$ cat config.mk
export PLATFORM = sky130hd
export DESIGN_NAME = parity_mem_writer
export DESIGN_NICKNAME = d
export VERILOG_FILES = /design/src/rtl/parity_mem_writer_pkg.sv /design/src/rtl/parity_mem_writer_gen.sv /design/src/rtl/parity_mem_writer.sv
export SDC_FILE = /design/constraint.sdc
export NUM_CORES = 1
export LEC_CHECK = 0
export CORE_ASPECT_RATIO = 0.5
export CORE_MARGIN = 10
export CORE_UTILIZATION = 36
export CTS_CLUSTER_SIZE = 24
export DETAILED_ROUTE_END_ITERATION = 6
export GPL_ROUTABILITY_DRIVEN = 0
export GPL_TIMING_DRIVEN = 1
export MAX_ROUTING_LAYER = met4
export PLACE_DENSITY = 0.54
export SETUP_SLACK_MARGIN = 0.3
export SLEW_MARGIN = 30
export SYNTH_ARGS = -nofsm -noshare
export SYNTH_HDL_FRONTEND = slang
export SYNTH_SLANG_ARGS = --single-unit
export TNS_END_PERCENT = 10
$ cat constraint.sdc
create_clock -name clock -period 2.65 [get_ports clock]
set_input_delay 0.3975 -clock clock [delete_from_list [all_inputs] [get_ports clock]]
set_output_delay 0.3975 -clock clock [all_outputs]
set_load 0.02 [all_outputs]
$ cat src/rtl/parity_mem_writer_pkg.sv
// Shared definitions for the two-bank parity memory (writer and checker sides).
package parity_mem_writer_pkg;

    localparam int DATA_W      = 8;
    localparam int BANK_DEPTH  = 8;
    localparam int TOTAL_DEPTH = 2 * BANK_DEPTH;

    typedef enum logic [1:0] {
        EMPTY = 2'd0,
        FILL  = 2'd1,
        FULL  = 2'd2
    } fill_state_t;

    // Even parity is the XOR of all data bits; odd parity is its inverse.
    function automatic logic calc_parity(input logic [DATA_W-1:0] data, input logic odd);
        return (^data) ^ odd;
    endfunction

endpackage

$ cat src/rtl/parity_mem_writer_gen.sv
// Combinational parity generator: XOR-reduce of the byte, inverted for odd parity.
module parity_gen #(
    parameter int DATA_W     = 8,
    parameter bit PARITY_ODD = 1'b0
) (
    input  logic [DATA_W-1:0] data,
    output logic              parity
);

    assign parity = (^data) ^ PARITY_ODD;

endmodule

$ cat src/rtl/parity_mem_writer.sv
// Write side of the two-bank parity memory: handshaked byte writes with a
// per-entry parity bit, auto-incrementing pointer and a registered read port.
module parity_mem_writer
    import parity_mem_writer_pkg::*;
#(
    parameter int DATA_W     = parity_mem_writer_pkg::DATA_W,
    parameter int BANK_DEPTH = parity_mem_writer_pkg::BANK_DEPTH,
    parameter bit PARITY_ODD = 1'b0
) (
    input  logic              clock,
    input  logic              reset,
    input  logic              in_valid,
    input  logic [DATA_W-1:0] in_data,
    output logic              in_ready,
    input  logic              err_inject,
    input  logic              clear,
    input  logic              rd_en,
    input  logic [3:0]        rd_addr,
    output logic [DATA_W-1:0] rd_data,
    output logic              rd_parity,
    output logic              rd_valid,
    output logic [3:0]        wr_ptr,
    output logic [4:0]        count,
    output logic              full
);

    localparam int AW = $clog2(BANK_DEPTH);
    // Contents of an entry after reset: zero data with its matching parity bit.
    localparam logic [DATA_W:0] RESET_WORD = {calc_parity('0, PARITY_ODD), {DATA_W{1'b0}}};

    fill_state_t       state_q, state_d;
    logic [4:0]        count_q, count_d;
    logic              wr_en;
    logic              wr_par;
    logic [DATA_W:0]   wr_word;

    logic [DATA_W:0]   bank0 [BANK_DEPTH];
    logic [DATA_W:0]   bank1 [BANK_DEPTH];

    logic [DATA_W:0]   rd_word_p1;
    logic              vld_p1;

    parity_gen #(
        .DATA_W     (DATA_W),
        .PARITY_ODD (PARITY_ODD)
    ) u_parity_gen (
        .data   (in_data),
        .parity (wr_par)
    );

    assign in_ready = (state_q != FULL);
    assign wr_ptr   = count_q[3:0];
    assign count    = count_q;
    assign full     = (state_q == FULL);
    // err_inject deliberately corrupts the stored parity so the checker can be exercised.
    assign wr_word  = {wr_par ^ err_inject, in_data};

    // Next-state logic: clear wins over a concurrent write, which is then dropped.
    always_comb begin
        state_d = state_q;
        count_d = count_q;
        wr_en   = 1'b0;
        if (clear) begin
            state_d = EMPTY;
            count_d = 5'd0;
        end else if (in_valid && in_ready) begin
            wr_en   = 1'b1;
            count_d = count_q + 5'd1;
            state_d = (count_q == 5'(TOTAL_DEPTH - 1)) ? FULL : FILL;
        end
    end

    // Fill state and entry counter registers.
    always_ff @(posedge clock) begin
        if (reset) begin
            state_q <= EMPTY;
            count_q <= 5'd0;
        end else begin
            state_q <= state_d;
            count_q <= count_d;
        end
    end

    // Bank storage: pointer bit AW selects the bank, lower bits the entry.
    always_ff @(posedge clock) begin
        if (reset) begin
            for (int i = 0; i < BANK_DEPTH; i++) begin
                bank0[i] <= RESET_WORD;
                bank1[i] <= RESET_WORD;
            end
        end else if (wr_en) begin
            if (wr_ptr[AW])
                bank1[wr_ptr[AW-1:0]] <= wr_word;
            else
                bank0[wr_ptr[AW-1:0]] <= wr_word;
        end
    end

    // ---- stage p1: registered read, sees pre-write contents on a same-cycle collision ----
    // Read register: data holds when no read is requested.
    always_ff @(posedge clock) begin
        if (reset) begin
            rd_word_p1 <= '0;
            vld_p1     <= 1'b0;
        end else begin
            vld_p1 <= rd_en;
            if (rd_en)
                rd_word_p1 <= rd_addr[AW] ? bank1[rd_addr[AW-1:0]] : bank0[rd_addr[AW-1:0]];
        end
    end

    assign rd_data   = rd_word_p1[DATA_W-1:0];
    assign rd_parity = rd_word_p1[DATA_W];
    assign rd_valid  = vld_p1;

endmodule
# Word level (Yosys, flattened, before mapping)
# Memory sizes are Yosys's and may differ from the RTL's.
# Cells that the tools add are included.
# Widths: inputs -> output; s select.
# totals
latchBits	0
input_bits	18
mem_bits_ro	0
out_inout_bits	21
register_bits	17
memories	2
ramBits	144
elab_cells	36
# classes
muxes	20
eq_ne	3
n_div	0
shift	0
n_mul	0
bitwise	1
n_lt_le_gt_ge	0
add_sub_neg	1
reduce_logical	5
# mem_list
memory	depth	word_bits	rd	rd_clocked_by_memory_dff	write_ports	line_no	text
bank0	8	9	1	0	8	parity_mem_writer.sv:37	logic [DATA_W:0] bank0 [BANK_DEPTH];
bank1	8	9	1	0	8	parity_mem_writer.sv:38	logic [DATA_W:0] bank1 [BANK_DEPTH];
# ops
operator	n
$mux 9	3
$reduce_or 9->1	2
$mux 1	14
$reduce_xor 8->1	1
$mux 3	2
$add 5x1->5 const B	1
$eq 5x4->1 const B	1
$eq 2x2->1 const B	1
$mux 2	1
$ne 2x2->1 const B	1
$reduce_or 2->1	1
$logic_and 1x1->1	1
$xor 1x1->1	1

# Logic depth before layout (Yosys ltp)
# Gate-level depths: netlist of run 1.
# logic_depth
word_depth	9
depth_mapped	6
mapped_depth_nobuf	5

# Cells and area by module
# From an unflattened synthesis of run 1, not the netlist that was laid out.
# hier_totals
hier_cells	584
hier_area_um2	7607.3
# by_module_without_submodules
mod	seq_area_each_um2	area_per_inst_um2	cells_per_inst	instances
parity_mem_writer	4664.5	7546.0	577	1
parity_gen	0.0	61.3	7	1

# Least setup slack after synthesis of run 1
# OpenSTA, ideal clock, no wires.
# synth_timing
path_type	register to register
start	register count_q[0] (netlist: count[0])
end	memory bank1[7][0] (netlist bit) (enable)
arrival_time_ns	1.674
n_path_buf	1
setup_time_ns	0.313
synth_period_minus_slack_ns	1.987
required_time_ns	2.337
slack_ns	0.663
path_stages_with_launch	6
path_cell_list	dfxtp_1 clkbuf_2 and3_2 nand3_1 nor3_1 or2_2
# synth_rtl
item	line_no	text
start: declaration	parity_mem_writer.sv:32	logic [4:0] count_q, count_d;
start signal: assignment	parity_mem_writer.sv:80	count_q <= count_d;
end: declaration	parity_mem_writer.sv:38	

# Final worst setup path of run 1
# layout_timing
start	register count_q[2] (netlist: count[2])
end	output port wr_ptr[2]
# layout_rtl
item	line_no	text
end: declaration	parity_mem_writer.sv:22	output logic [3:0] wr_ptr,
# No word-level cell between the ends.

==> results.py, run 1 <==
metrics = {
    "worst_setup_path": {
        "critical_path_required_ns": 2.25,
        "worstReg2RegStart": "count[1]",
        "ff2ff_setup_slack_ns": 0.67,
        "start_kind": "register",
        "cp-endpoint": "wr_ptr[2]",
        "r2r_end": "bank0[7][0]",
        "reg2reg_depth": 4,
        "critPathArrivalTime_ns": 1.87,
        "criticalPathCategory": "register to primary output",
        "critPathLaunch": "count[2]",
        "cp-end-kind": "primary output",
        "crit_fanout": 11,
    },
    "synthesis": {
        "synth-simple-area-share": 0.197,
        "yosysTopAreaCell": "edfxtp_1",
        "synthCells": 590,
        "yosysTopAreaCellShare": 0.573,
        "synth_xor_area_frac": 0.0161,
        "synth-adder-area-share": 0.00331,
        "syn_avg_cell_area_um2": 12.8,
        "ys_types": 36,
        "synth_seq_cells": 161,
        "muxShareOfSynthArea": 0.0954,
        "syn-num-nets": 610,
        "synth-edff-count": 144,
        "synthArstFlopShare": 0,
        "yosysWarnings": 0,
        "synth-seq-area-share": 0.618,
        "synth_top_family_by_area": "simple AND/OR/NAND/NOR gates",
        "synth.area.top_cells": "edfxtp_1 (57%), and2_1 (10%), mux2i_1 (9.5%)",
        "syn_area_mm2": 0.00755,
        "synthFlopType": "edfxtp_1",
        "synth_compound_area_frac": 0.0366,
    },
    "final_layout": {
        "drive_gt1_frac": 0.145,
        "layout_commonest_cell": "edfxtp_1",
        "antenna_cells": 0,
        "fin_nets": 668,
        "area_growth_pct": 17.7,
        "layout_common_cells": "edfxtp_1 (144), and2_1 (123), mux2i_1 (72)",
    },
    "place": {
        "portBuffers": 38,
        "dp_hpwl_um": 12700,
        "place_ws_ns": 0.239,
    },
    "timing": {
        "tns_ns": 0,
        "finalMaxSlewViolations": 0,
        "clock_skew_ns": 0.0113,
        "maxSlewHeadroom": 0.545,
        "worst_slack_ns": 0.378,
        "timing.fmax_mhz": 440,
        "tightest_slew_ns": 0.680,
        "finalCritPeriodShare": 0.857,
        "hold_viol": 0,
        "setup_violations": 0,
        "period_needed_ns": 2.27,
        "rsz0062_at_grt": "no",
    },
    "clock_tree": {
        "clk_path_buf_depth": 2,
        "root_buffer": "clkbuf_16",
        "cts_resized": 0,
        "ctsHoldBuffers": 0,
        "insertion_delay_ns": 0.43,
        "cts_inserted_buffers": 17,
        "post_cts_buffers": 0,
        "cts_htree_levels": 4,
        "cts_tree": "done",
        "cts.reportedPaths.clkPinSlew_ns": 0.06,
        "cts.sinks": 161,
    },
    "drt": {
        "drc": 0,
        "drt_first_pass_iters": 5,
        "wl_per_cell_um": 20.0,
        "drtIter0Drc": 346,
        "postRouteWirelength_um": 18600,
        "viasPerCell": 4.93,
        "ant_nets": 0,
        "vias": 4604,
    },
    "global_routing": {
        "grt_pass1_wl_um": 28700,
        "track_usage": 0.145,
        "grt_max_degree": 27,
        "antenna_found_initial": 0,
        "gr-total-overflow": 0,
        "grt_pass1_vias": 4650,
    },
    "floorplan": {
        "die-area_mm2": 0.0275,
        "die_x_um": 225,
        "num_rows": 37,
        "coreArea_mm2": 0.0206,
        "start_util": 0.367,
        "io_pins": 39,
        "die_h_um": 122,
    },
    "run_status": {
        "outcome": "finished clean",
    },
    "power_and_ir_drop": {
        "powerDensity_mw_per_mm2": 633,
        "finalPower_mw": 5.63,
        "ir_worst_vdd_mv": 0.437,
        "p_leak_nw": 3.42,
    },
    "job": {
        "cap_violations": 0,
    },
    "worst_hold_path": {
        "hold_class": "register to register",
        "hp-start": "rd_word_p1[3]",
    },
}
## per-stage QoR
step / hold slack, ns / util / instances / cell area (um2)
floorplan: 0.429 / - / 590 / 7550
global placement: 0.441 / 0.407 / 902 / 8370
detailed placement: 0.444 / 0.407 / 902 / 8370
CTS: 0.455 / 0.432 / 933 / 8890
global route: 0.479 / 0.433 / 933 / 8890
finish: 0.454 / 0.433 / 933 / 8890
## state kept, by name, indices dropped and copies added, names as in the netlist
register / count
bank1: 72
rd_valid: 1
state_q: 2
count: 5
bank0: 72
rd_word_p1: 9
## cells in the mapped netlist, types with 5 or more instances
library cell,n
edfxtp_1,144
and2_1,123
mux2i_1,72
nand3_1,32
a22oi_1,27
nand2_1,24
clkbuf_1,20
dfxtp_1,17
nor2_1,15
or2_2,14
a21oi_1,13
nor3_1,13
nor4_1,10
buf_2,7
and2_2,6
nand2b_1,6
buf_4,5
buf_6,5
## final cells by class
type	count	area [um2]
clock buffers	18	429
well taps	273	342
flip-flops and latches	161	4660
repair buffers	80	718
multi-input cells	384	2630
clock inverters	13	88.8
inverters	4	15.0
fillers	1925	11700
## routing by layer
metal | global-route usage | vias to the layer above | wire length, um
met5 | - | - | 0
met4 | 0.0380 | 0 | 201
met3 | 0.0283 | 13 | 601
met2 | 0.229 | 80 | 8840
met1 | 0.188 | 2279 | 8970
li1 | - | 2232 | -
## worst min-delay path by stage
| stage | endpoint | slack (ns) | cells after the start |
|---|---|---|---|
| CTS | state_q[0] | 0.46 | 2 |
| floorplan | state_q[0] | 0.43 | 2 |
| global placement | rd_word_p1[3] | 0.44 | 2 |
| finish | rd_word_p1[3] | 0.45 | 2 |
| detailed placement | rd_word_p1[3] | 0.44 | 2 |
| global route | rd_word_p1[3] | 0.48 | 2 |
## critical path: stages, from the launching register on
cell	delay [ns]
dfxtp_1	0.56
buf_4	0.26
clkdlybuf4s50_1	0.63
## where the power goes
part	switching, mW	total, mW	internal [mW]
Sequential	0.0341	2.88	2.85
Clock	1.03	2.23	1.19
Combinational	0.317	0.520	0.203
## kinds of logic (layout without fill, tap and decap cells)
| logic type | after synthesis | after routing |
|---|---|---|
| multiplexers | 72 | 72 |
| AND/OR/NAND/NOR | 259 | 259 |
| buffers and inverters | 45 | 115 |
| XOR/XNOR | 10 | 10 |
| adder cells (fa/ha/maj) | 2 | 2 |
| flip-flops | 161 | 161 |
| AO/OA/AOI/OAI | 41 | 41 |
Power figures use the tool's default switching activity.
==> run 2, diff against run 1 <==
--- a/config.mk
+++ b/config.mk
@@ -11,8 +11,6 @@
 export CTS_CLUSTER_SIZE = 24
 export DETAILED_ROUTE_END_ITERATION = 6
 export GPL_ROUTABILITY_DRIVEN = 0
-export GPL_TIMING_DRIVEN = 1
-export MAX_ROUTING_LAYER = met4
 export PLACE_DENSITY = 0.54
 export SETUP_SLACK_MARGIN = 0.3
 export SLEW_MARGIN = 30
==> run 2 against run 1 <==
Compared with the run above: critical path depth stayed put; fmax is 0.12% lower; combinational power hardly changed; sequential power hardly changed.
==> results.py, run 2 (synthesis gave the netlist of run 1 again) <==
metrics = {
    "worst_setup_path": {
        "critical_path_required_ns": 2.25,
        "criticalPathCategory": "register to primary output",
        "cp-end-kind": "primary output",
        "critPathArrivalTime_ns": 1.88,
        "start_kind": "register",
        "crit_fanout": 11,
    },
    "global_routing": {
        "grt_pass1_vias": 4665,
        "busiest_layer": "met2",
        "track_usage": 0.140,
        "grt_max_degree": 27,
        "gr-total-overflow": 0,
        "antenna_found_initial": 0,
        "grt_pass1_wl_um": 28700,
        "grt_util_met1": 0.188,
        "use_met3": 0.0283,
        "grtUsageMet2": 0.230,
    },
    "power_and_ir_drop": {
        "ir_worst_vdd_mv": 0.442,
        "finalPower_mw": 5.63,
        "p_leak_nw": 3.42,
        "powerDensity_mw_per_mm2": 633,
    },
    "timing": {
        "rsz0062_at_grt": "no",
        "finalMaxSlewViolations": 0,
        "hold_viol": 0,
        "period_needed_ns": 2.27,
        "worst_slack_ns": 0.375,
        "maxSlewHeadroom": 0.534,
        "tns_ns": 0,
        "timing.fmax_mhz": 440,
        "tightest_slew_ns": 0.696,
        "setup_violations": 0,
        "finalCritPeriodShare": 0.858,
        "clock_skew_ns": 0.0125,
    },
    "clock_tree": {
        "cts.sinks": 161,
        "cts_tree": "done",
        "insertion_delay_ns": 0.43,
        "root_buffer": "clkbuf_16",
        "ctsHoldBuffers": 0,
        "clk_path_buf_depth": 2,
        "post_cts_buffers": 0,
        "cts_htree_levels": 4,
        "cts_inserted_buffers": 17,
        "cts_resized": 0,
        "cts.reportedPaths.clkPinSlew_ns": 0.06,
    },
    "final_layout": {
        "drive_gt1_frac": 0.145,
        "layout_common_cells": "edfxtp_1 (144), and2_1 (123), mux2i_1 (72)",
        "fin_area_mm2": 0.00889,
        "antenna_cells": 0,
        "area_growth_pct": 17.7,
        "layout_commonest_cell": "edfxtp_1",
        "final_util": 0.433,
        "fin_nets": 668,
        "fillers": 1925,
        "reg.largest.list": "bank0 (72), bank1 (72), rd_word_p1 (9)",
    },
    "place": {
        "placed_area_mm2": 0.00837,
        "portBuffers": 38,
        "dp_hpwl_um": 12700,
        "place_ws_ns": 0.239,
    },
    "floorplan": {
        "die_x_um": 225,
        "start_util": 0.367,
        "coreArea_mm2": 0.0206,
        "io_pins": 39,
        "num_rows": 37,
        "die_h_um": 122,
        "die-area_mm2": 0.0275,
    },
    "drt": {
        "postRouteWirelength_um": 18700,
        "drc": 0,
        "ant_nets": 0,
        "wl_per_cell_um": 20.0,
        "drt_first_pass_iters": 5,
        "viasPerCell": 4.98,
        "vias": 4645,
        "drtIter0Drc": 382,
    },
    "run_status": {
        "outcome": "finished clean",
    },
    "worst_hold_path": {
        "hold_class": "register to register",
    },
    "job": {
        "cap_violations": 0,
    },
}
-- run 2: cell counts in the layout (fill, tap and decap cells not counted) --
Identical to the previous run, type by type.
-- run 2: per-layer routing --
layer	wire, um	vias up	share of wire
li1	-	2235	-
met1	8900	2303	0.48
met2	8870	91	0.47
met5	0	-	0
met4	201	0	0.011
met3	708	16	0.038
-- run 2: where the power goes --
| part | total, mW | leakage, nW | switching (mW) | internal [mW] |
|---|---|---|---|---|
| Combinational | 0.521 | 1.55 | 0.318 | 0.203 |
| Sequential | 2.88 | 1.63 | 0.0343 | 2.85 |
| Clock | 2.23 | 0.248 | 1.03 | 1.19 |
| Total | 5.63 | 3.42 | 1.39 | 4.24 |
-- run 2: worst paths after layout --
check                     start       endpoint  slack (ns)  cells after the start
hold / removal    rd_word_p1[3]  rd_word_p1[3]        0.45                      2
hold reg to reg   rd_word_p1[3]  rd_word_p1[3]        0.45                      2
setup / recovery       count[2]      wr_ptr[2]        0.38                      2
setup reg to reg       count[1]    bank0[7][0]        0.67                      4
-- run 2: final cells by class --
class	instances	area [um2]	area share
clock inverter	13	88.8	0.00999
tap	273	342	0.0384
inverter	4	15.0	0.00169
multi-input combinational	384	2630	0.296
timing repair buffer	80	718	0.0808
sequential	161	4660	0.525
clock buffer	18	429	0.0483
-- run 2: through the flow --
| stage | hold slack (ns) | cells |
|---|---|---|
| 2_1_floorplan | 0.429 | 590 |
| 3_3_place_gp | 0.441 | 902 |
| 3_5_place_dp | 0.444 | 902 |
| 4_1_cts | 0.455 | 933 |
| 5_1_grt | 0.479 | 933 |
| 6_report | 0.454 | 933 |
-- run 2: worst max-delay path, cell delays in order (launching register included) --
cell	delay [ns]
dfxtp_1	0.56
buf_4	0.26
clkdlybuf4s50_1	0.63
